### config.mk
export PLATFORM = sky130hd
export DESIGN_NAME = wb_stage
export DESIGN_NICKNAME = d
export VERILOG_FILES = /design/src/rtl/wb_stage.sv
export SDC_FILE = /design/constraint.sdc
export NUM_CORES = 2
export LEC_CHECK = 0
export ABC_AREA = 0
export CAP_MARGIN = 40
export CORE_ASPECT_RATIO = 1.1
export CORE_UTILIZATION = 45
export DETAILED_ROUTE_END_ITERATION = 10
export SYNTH_ARGS = -nofsm -noshare
export SYNTH_HDL_FRONTEND = slang
export SYNTH_SLANG_ARGS = --single-unit
### constraint.sdc
create_clock -name clk -period 2.9 [get_ports clk]
set_input_delay 0.58 -clock clk [delete_from_list [all_inputs] [get_ports clk]]
set_output_delay 0.58 -clock clk [all_outputs]
set_load 0.02 [all_outputs]
### src/rtl/wb_stage.sv
// Write-back stage: aligns controls with registered memory-stage results, extends loads,
// owns the register file with same-cycle write-to-read bypass, and counts retired instructions.
module wb_stage #(
    parameter int XLEN  = 32,
    parameter int NREG  = 32,
    parameter int CNT_W = 64,
    localparam int AW   = $clog2(NREG)
) (
    input  logic             clk,
    input  logic             rst,
    input  logic             valid_i,
    input  logic             regWEn_i,
    input  logic [AW-1:0]    rd_i,
    input  logic [1:0]       wbSel_i,
    input  logic [1:0]       dataSec_i,
    input  logic             unsigned_i,
    input  logic [XLEN-1:0]  pc4_i,
    input  logic [XLEN-1:0]  memData_i,
    input  logic [XLEN-1:0]  alu_i,
    input  logic [AW-1:0]    rs1_i,
    input  logic [AW-1:0]    rs2_i,
    output logic [XLEN-1:0]  rs1Data_o,
    output logic [XLEN-1:0]  rs2Data_o,
    output logic [XLEN-1:0]  wbData_o,
    output logic [AW-1:0]    wbRd_o,
    output logic             wbWEn_o,
    output logic [CNT_W-1:0] instret_o
);

    // valid_i has no backpressure: an instruction presented with valid_i = 1 is always
    // accepted and retires two edges later; upstream squashes by holding valid_i low.
    logic            valid_q;
    logic            regWEn_q;
    logic [AW-1:0]   rd_q;
    logic [1:0]      wbSel_q;
    logic [1:0]      dataSec_q;
    logic            unsigned_q;
    logic [XLEN-1:0] pc4_q;

    logic [XLEN-1:0]  regs [NREG];
    logic [CNT_W-1:0] instret_q;
    logic [XLEN-1:0]  load_val;

    always_ff @(posedge clk) begin
        if (rst) begin
            valid_q    <= 1'b0;
            regWEn_q   <= 1'b0;
            rd_q       <= '0;
            wbSel_q    <= 2'b00;
            dataSec_q  <= 2'b00;
            unsigned_q <= 1'b0;
            pc4_q      <= '0;
        end else begin
            valid_q    <= valid_i;
            regWEn_q   <= regWEn_i;
            rd_q       <= rd_i;
            wbSel_q    <= wbSel_i;
            dataSec_q  <= dataSec_i;
            unsigned_q <= unsigned_i;
            pc4_q      <= pc4_i;
        end
    end

    always_comb begin
        load_val = memData_i;
        case (dataSec_q)
            2'b00: load_val = {{(XLEN-8){memData_i[7] & ~unsigned_q}}, memData_i[7:0]};
            2'b01: load_val = {{(XLEN-16){memData_i[15] & ~unsigned_q}}, memData_i[15:0]};
            default: load_val = memData_i;
        endcase
    end

    always_comb begin
        wbData_o = alu_i;
        case (wbSel_q)
            2'b00:   wbData_o = load_val;
            2'b10:   wbData_o = pc4_q;
            default: wbData_o = alu_i;
        endcase
    end

    assign wbRd_o  = rd_q;
    // Reset masks the write so a pending instruction in ctl_q is dropped outright.
    assign wbWEn_o = valid_q & regWEn_q & (rd_q != '0) & ~rst;

    always_ff @(posedge clk) begin
        if (rst) begin
            for (int i = 0; i < NREG; i++) begin
                regs[i] <= '0;
            end
        end else if (wbWEn_o) begin
            regs[rd_q] <= wbData_o;
        end
    end

    always_comb begin
        rs1Data_o = regs[rs1_i];
        if (rs1_i == '0) begin
            rs1Data_o = '0;
        end else if (wbWEn_o && (rs1_i == rd_q)) begin
            rs1Data_o = wbData_o;
        end
    end

    always_comb begin
        rs2Data_o = regs[rs2_i];
        if (rs2_i == '0) begin
            rs2Data_o = '0;
        end else if (wbWEn_o && (rs2_i == rd_q)) begin
            rs2Data_o = wbData_o;
        end
    end

    // Every valid instruction retires, including x0 writes and non-writing ones.
    always_ff @(posedge clk) begin
        if (rst) begin
            instret_q <= '0;
        end else if (valid_q) begin
            instret_q <= instret_q + CNT_W'(1);
        end
    end

    assign instret_o = instret_q;

endmodule

Yosys cells after proc, flatten, opt, wreduce, memory -nomap -nowiden
Memories as Yosys holds them, arrays and structs flattened.
Cells that the tools add are included.
- eq/ne operators: 4
- add/sub/neg operators: 1
- bitwise gates (word level): 7
- mux-type cells: 14
- reduce and logical (&&, ||, !) cells: 8
- operator list (operator ; count):
    $mux W32 ; 5
    $pmux W32 S2 ; 2
    $add A64 B1 Y64 const B ; 1
    $reduce_or A32 Y1 ; 1
    $eq A5 B5 Y1 ; 2
    $logic_not A5 Y1 ; 2
    $mux W1 ; 6
    $and A1 B1 Y1 ; 5
    $mux W5 ; 1
    $reduce_bool A5 Y1 ; 1
    $logic_not A2 Y1 ; 2
    $eq A2 B1 Y1 const B ; 1
    $eq A2 B2 Y1 const B ; 1
    $logic_and A1 B1 Y1 ; 2
    $not A1 Y1 ; 2
- bits in writable memories: 1024
- bits in registers: 108
- input port bits: 120
- memories: 1
- memories (name ; words ; bits a word ; read ports ; clocked after memory_dff ; wr ports ; line ; text):
    regs ; 32 ; 32 ; 2 ; 0 ; 32 ; 40 ; logic [XLEN-1:0] regs [NREG];

Logic depth before layout (Yosys ltp)
- depth after elaboration: 8
- mapped depth: 10
- gate-level depth less buffers: 6

Least setup slack after synthesis
OpenSTA, ideal clock, no wires.
- path type: input to output
- start: in rs1_i[0]
- end: out rs1Data_o[17]
- data required time: 2.320 ns
- setup slack: -0.185 ns
- arrival time: 2.505 ns
- stages on the path: 8
- cells stage by stage: buf_4 > buf_4 > buf_2 > buf_4 > mux4_2 > a22oi_1 > a211oi_1 > nand3b_1
- cells in the longest elaborated chain, start to end: 4
- elaborated cells between the ends (all ways): 6
- ends and longest elaborated chain (what ; line ; text):
    from (decl) ; 20 ; input logic [AW-1:0] rs1_i,
    parallel branches: the longest is 3 deep, another holds $mem_v2 Z32 W32 ; - ;
    $mux W32 * ; 98 ; if (rs1_i == '0) begin
    to (decl) ; 22 ; output logic [XLEN-1:0] rs1Data_o,
Every way passes the cells marked *.

Final worst setup path
- start: reg rd_q[4] (netlist: wbRd_o[4])
- end: out rs1Data_o[21]
- cells in the longest elaborated chain, start to end: 6
- elaborated cells between the ends (all ways): 7
- ends and longest elaborated chain (what ; line ; text):
    from (decl) ; 34 ; logic [AW-1:0] rd_q;
    from (signal assigned) ; 56 ; rd_q <= rd_i;
    $reduce_bool A5 Y1 ; 84 ; assign wbWEn_o = valid_q & regWEn_q & (rd_q != '0) & ~rst;
    $and A1 B1 Y1 (2 in series) ; 84 ;
    $logic_and A1 B1 Y1 * ; 100 ; end else if (wbWEn_o && (rs1_i == rd_q)) begin
    $mux W32 * ; 100 ;
    $mux W32 * ; 98 ;
Mark *: on every way between the ends. The rest lies on a longest branch, timed or not.

==> flow_summary.ini <==
[status]
run_status = finished with violations
failed_checks = setup timing

[worst_setup_path]
crit_required_ps = 2320
critical_path_origin = wbRd_o[4]$_SDFF_PP0_
worstRegToRegCells = 7
setup.reg_to_reg.worst_slack_ps = 340
setup.worst_path.start_class = flip-flop
setup.worst_path.end = rs1Data_o[21]
data_arrival_time_of_the_worst_path_ps = 2930
timing.rr.start = wbRd_o[2]$_SDFF_PP0_
critical_path_class = reg2out
endpoint_kind = primary output
crit_path_max_fanout = 7
crit-reg2reg-capture = regs[5][20]$_SDFFCE_PN0P_

[cells_and_area]
finish.net_count = 5537
layout.cells.non_filler = 7205
flow.area_growth_from_synthesis_pct = 29.2
final_design_utilization_pct = 58.8
final_layout_size_suffix_gt1_share_pct = 30.7

[logic_synthesis]
ys_async_sr_fraction_pct = 0
ys_warn_count = 0
cell_count_after_synthesis = 4711
synth_edf_count = 1024
yosys_register_bits = 1132
synth_top_cell_by_area = sky130_fd_sc_hd__edfxtp_1
netlist_top_cells_area = sky130_fd_sc_hd__edfxtp_1 52%, sky130_fd_sc_hd__mux4_2 13%, sky130_fd_sc_hd__nor2_1 7.2%
netlist-cell-type-count = 66
synth.avg_cell_area_sq_um = 12.5
yosys.area.top_type_share_pct = 52.4
dominantRegCellSynth = sky130_fd_sc_hd__edfxtp_1
synth_seq_area_share_pct = 56.1
syn-cell-area_sq_um = 58700

[clocking]
htree_levels = 3
max-clock-path-buffers = 3
clk_latency_ps = 790
clock-root-buffer = sky130_fd_sc_hd__clkbuf_16
tritoncts.num_buffers = 121
cts.sink_count = 1132
hold_buffers = 0
tritoncts = built
worst_setup_hold_path_clk_slew_ps = 60

[timing]
skew_ps = 37.9
final_hold_vios = 0
max_freq_mhz = 285
final_max_slew_viol_count = 0
timing.max_slew.rel_slack_pct = 42.0
final_min_period_over_clock_period_pct = 121
setup_viol = 89
final_critical_path_setup_slack_ps = -606
finalWorstPathRequiredPeriod_ps = 3510
worst-slew-pin-transition_ps = 869
total_negative_slack_for_setup_checks_ps = -35560
grt_setup_unrepaired = yes

[global_route]
grt_pass1_vias = 46000
grt_pass1_wl_um = 335000
grt_max_degree = 70
globalRoute.totalOverflow = 0
antenna_found_initial = 6
track_usage_pct = 35.9

[placed_design]
dpl.hpwl_um = 159000
numPortBuffers = 285
place_inst = 6893
finalWeightedCongestion = 0.949

[pwr]
power_leakage_nw = 29.1
power.density_nw_per_um2 = 541
power.ir.vdd_worst_mv = 0.503

[routing]
initialDrtViolationCount = 6729
post-route-drc-count = 0
vias_per_cell = 6.55
dr.max_layer_used = met5
wl_um = 240000
met2_length_um = 109000
ant_nets = 0
routedWlPerCell_um = 33.3
dr_total_vias = 47200
drt_first_pass_iters = 6
m1WireLength_um = 85200
wl_met3_um = 28900

[hold_path]
holdPathStages = 2
hp-class = in2reg

[die]
dieArea_sq_um = 132000
io_pins = 286
dieHeight_um = 381
floorplan.rows = 138
initial_core_util_pct = 45.5
core_area_sq_um = 129000
floorplan.die.width_um = 346

[flow_run]
cap_violations = 0
synth_stat cells (9+ instances only):
| master | n |
|---|---|
| sky130_fd_sc_hd__a211oi_1 | 17 |
| sky130_fd_sc_hd__nand2b_1 | 54 |
| sky130_fd_sc_hd__nor2_1 | 1121 |
| sky130_fd_sc_hd__buf_4 | 20 |
| sky130_fd_sc_hd__nor3_1 | 15 |
| sky130_fd_sc_hd__a221o_1 | 99 |
| sky130_fd_sc_hd__clkbuf_1 | 329 |
| sky130_fd_sc_hd__and2_1 | 18 |
| sky130_fd_sc_hd__nor2b_1 | 66 |
| sky130_fd_sc_hd__buf_1 | 45 |
| sky130_fd_sc_hd__xnor2_1 | 25 |
| sky130_fd_sc_hd__mux4_2 | 341 |
| sky130_fd_sc_hd__mux2i_1 | 389 |
| sky130_fd_sc_hd__a31oi_1 | 21 |
| sky130_fd_sc_hd__xor2_1 | 9 |
| sky130_fd_sc_hd__o31ai_1 | 43 |
| sky130_fd_sc_hd__o211ai_1 | 9 |
| sky130_fd_sc_hd__a22oi_1 | 61 |
| sky130_fd_sc_hd__nand2_1 | 150 |
| sky130_fd_sc_hd__or3_1 | 10 |
| sky130_fd_sc_hd__o21ai_0 | 133 |
| sky130_fd_sc_hd__edfxtp_1 | 1024 |
| sky130_fd_sc_hd__inv_1 | 64 |
| sky130_fd_sc_hd__nand3b_1 | 33 |
| sky130_fd_sc_hd__buf_2 | 70 |
| sky130_fd_sc_hd__a21boi_0 | 9 |
| sky130_fd_sc_hd__o21a_1 | 9 |
| sky130_fd_sc_hd__a21oi_1 | 123 |
| sky130_fd_sc_hd__or4_1 | 30 |
| sky130_fd_sc_hd__a221oi_1 | 79 |
| sky130_fd_sc_hd__dfxtp_1 | 108 |
| sky130_fd_sc_hd__nand3_1 | 54 |
| sky130_fd_sc_hd__nand4_1 | 17 |
| sky130_fd_sc_hd__and3_1 | 9 |
flip-flops by register name, summed over array words and instances (netlist names), 2 cells and up:
register	cells
regs	1024
wbSel_q	2
instret_o	64
dataSec_q	2
pc4_q	32
wbRd_o	5
metrics by stage:
step / power (mW) / setup WS, ps / cell area [sq um] / hold WS, ps
after floorplan: 21.6 / -39.4 / 59000 / 545
after global placement: 24.7 / -1600 / 68900 / 463
after detailed placement: 24.8 / -1200 / 69000 / 478
after CTS: 40.8 / -562 / 75300 / 292
after global routing: 41.9 / -598 / 75800 / 356
final: 41.0 / -606 / 75800 / 334
how the worst min path moves through the flow:
stage	to	slack, ps	startpoint
floorplan	instret_o[63]$_SDFFE_PP0P_	540	instret_o[63]$_SDFFE_PP0P_
CTS	wbRd_o[4]$_SDFF_PP0_	290	rd_i[4]
global placement	instret_o[63]$_SDFFE_PP0P_	460	instret_o[63]$_SDFFE_PP0P_
finish	wbRd_o[4]$_SDFF_PP0_	330	rd_i[4]
detailed placement	instret_o[63]$_SDFFE_PP0P_	480	instret_o[63]$_SDFFE_PP0P_
global route	dataSec_q[1]$_SDFF_PP0_	360	dataSec_i[1]
area by class of cell:
cell class              instances  area, sq um
diodes                          3         7.51
clock buffers                 156         3210
clock inverters                73          781
fillers                     10200        53100
inverters                      71          294
multi-input cells            3072        25700
flip-flops and latches       1132        32900
well taps                    1680         2100
repair buffers               1018        10800
routing by layer:
metal | GRT usage [%] | vias to the layer above
met4 | 22.0 | 8
met5 | 0 | -
li1 | - | 19200
met1 | 45.3 | 23800
met3 | 9.09 | 766
met2 | 55.4 | 3484
worst max-delay path: stages (launching register included):
cell and delay [ps]:
sky130_fd_sc_hd__dfxtp_4 400, sky130_fd_sc_hd__nor3_4 220, sky130_fd_sc_hd__a21o_4 210, sky130_fd_sc_hd__buf_6 120, sky130_fd_sc_hd__nor3_4 40, sky130_fd_sc_hd__buf_12 150
sky130_fd_sc_hd__buf_8 140, sky130_fd_sc_hd__buf_12 120, sky130_fd_sc_hd__a211oi_4 360, sky130_fd_sc_hd__nand3b_1 220, sky130_fd_sc_hd__buf_6 140
kinds of logic after synthesis:
kind of cell / count (synthesis) / synth area share, %
AO/OA/AOI/OAI: 653 / 7.87
XOR/XNOR: 34 / 0.507
adder cells (fa/ha/maj): 1 / 0.0213
buffers and inverters: 538 / 3.75
flip-flops: 1132 / 56.1
multiplexers: 733 / 19.8
other: 1 / 0.00639
AND/OR/NAND/NOR: 1619 / 12.0
cell usage in the layout (no fill, tap or decap), types with 18 or more instances in the layout:
cell / n
sky130_fd_sc_hd__a21oi_1: 107
sky130_fd_sc_hd__a221o_1: 99
sky130_fd_sc_hd__a221oi_1: 73
sky130_fd_sc_hd__a22oi_1: 37
sky130_fd_sc_hd__a22oi_2: 24
sky130_fd_sc_hd__buf_12: 146
sky130_fd_sc_hd__buf_4: 490
sky130_fd_sc_hd__buf_6: 173
sky130_fd_sc_hd__buf_8: 20
sky130_fd_sc_hd__clkbuf_1: 30
sky130_fd_sc_hd__clkbuf_16: 121
sky130_fd_sc_hd__clkdlybuf4s50_1: 177
sky130_fd_sc_hd__clkinv_1: 26
sky130_fd_sc_hd__clkinv_2: 23
sky130_fd_sc_hd__conb_1: 32
sky130_fd_sc_hd__dfxtp_1: 98
sky130_fd_sc_hd__edfxtp_1: 1024
sky130_fd_sc_hd__inv_1: 40
sky130_fd_sc_hd__inv_2: 19
sky130_fd_sc_hd__mux2i_1: 389
sky130_fd_sc_hd__mux4_2: 341
sky130_fd_sc_hd__nand2_1: 97
sky130_fd_sc_hd__nand2_2: 37
sky130_fd_sc_hd__nand2b_1: 23
sky130_fd_sc_hd__nand2b_2: 31
sky130_fd_sc_hd__nand3_1: 43
sky130_fd_sc_hd__nand3b_1: 33
sky130_fd_sc_hd__nor2_1: 1117
sky130_fd_sc_hd__nor2b_1: 61
sky130_fd_sc_hd__o21ai_0: 102
sky130_fd_sc_hd__o21ai_2: 18
sky130_fd_sc_hd__o31ai_1: 25
sky130_fd_sc_hd__or4_1: 22
timing repair:
action                     CTS  global route
buffers inserted            85            37
cloned                       2             0
pin swaps                   78            51
setup endpoints to repair   97            93
gates resized for setup    801           133
where the power goes:
group          internal, mW  total (mW)  leakage (nW)  switching (mW)
Combinational          2.88        6.85          15.3            3.97
Sequential             18.2        18.4          11.9           0.256
Clock                  8.84        15.8          1.93            6.93
Total                  29.9        41.0          29.1            11.2
(Power assumes the default switching activity.)
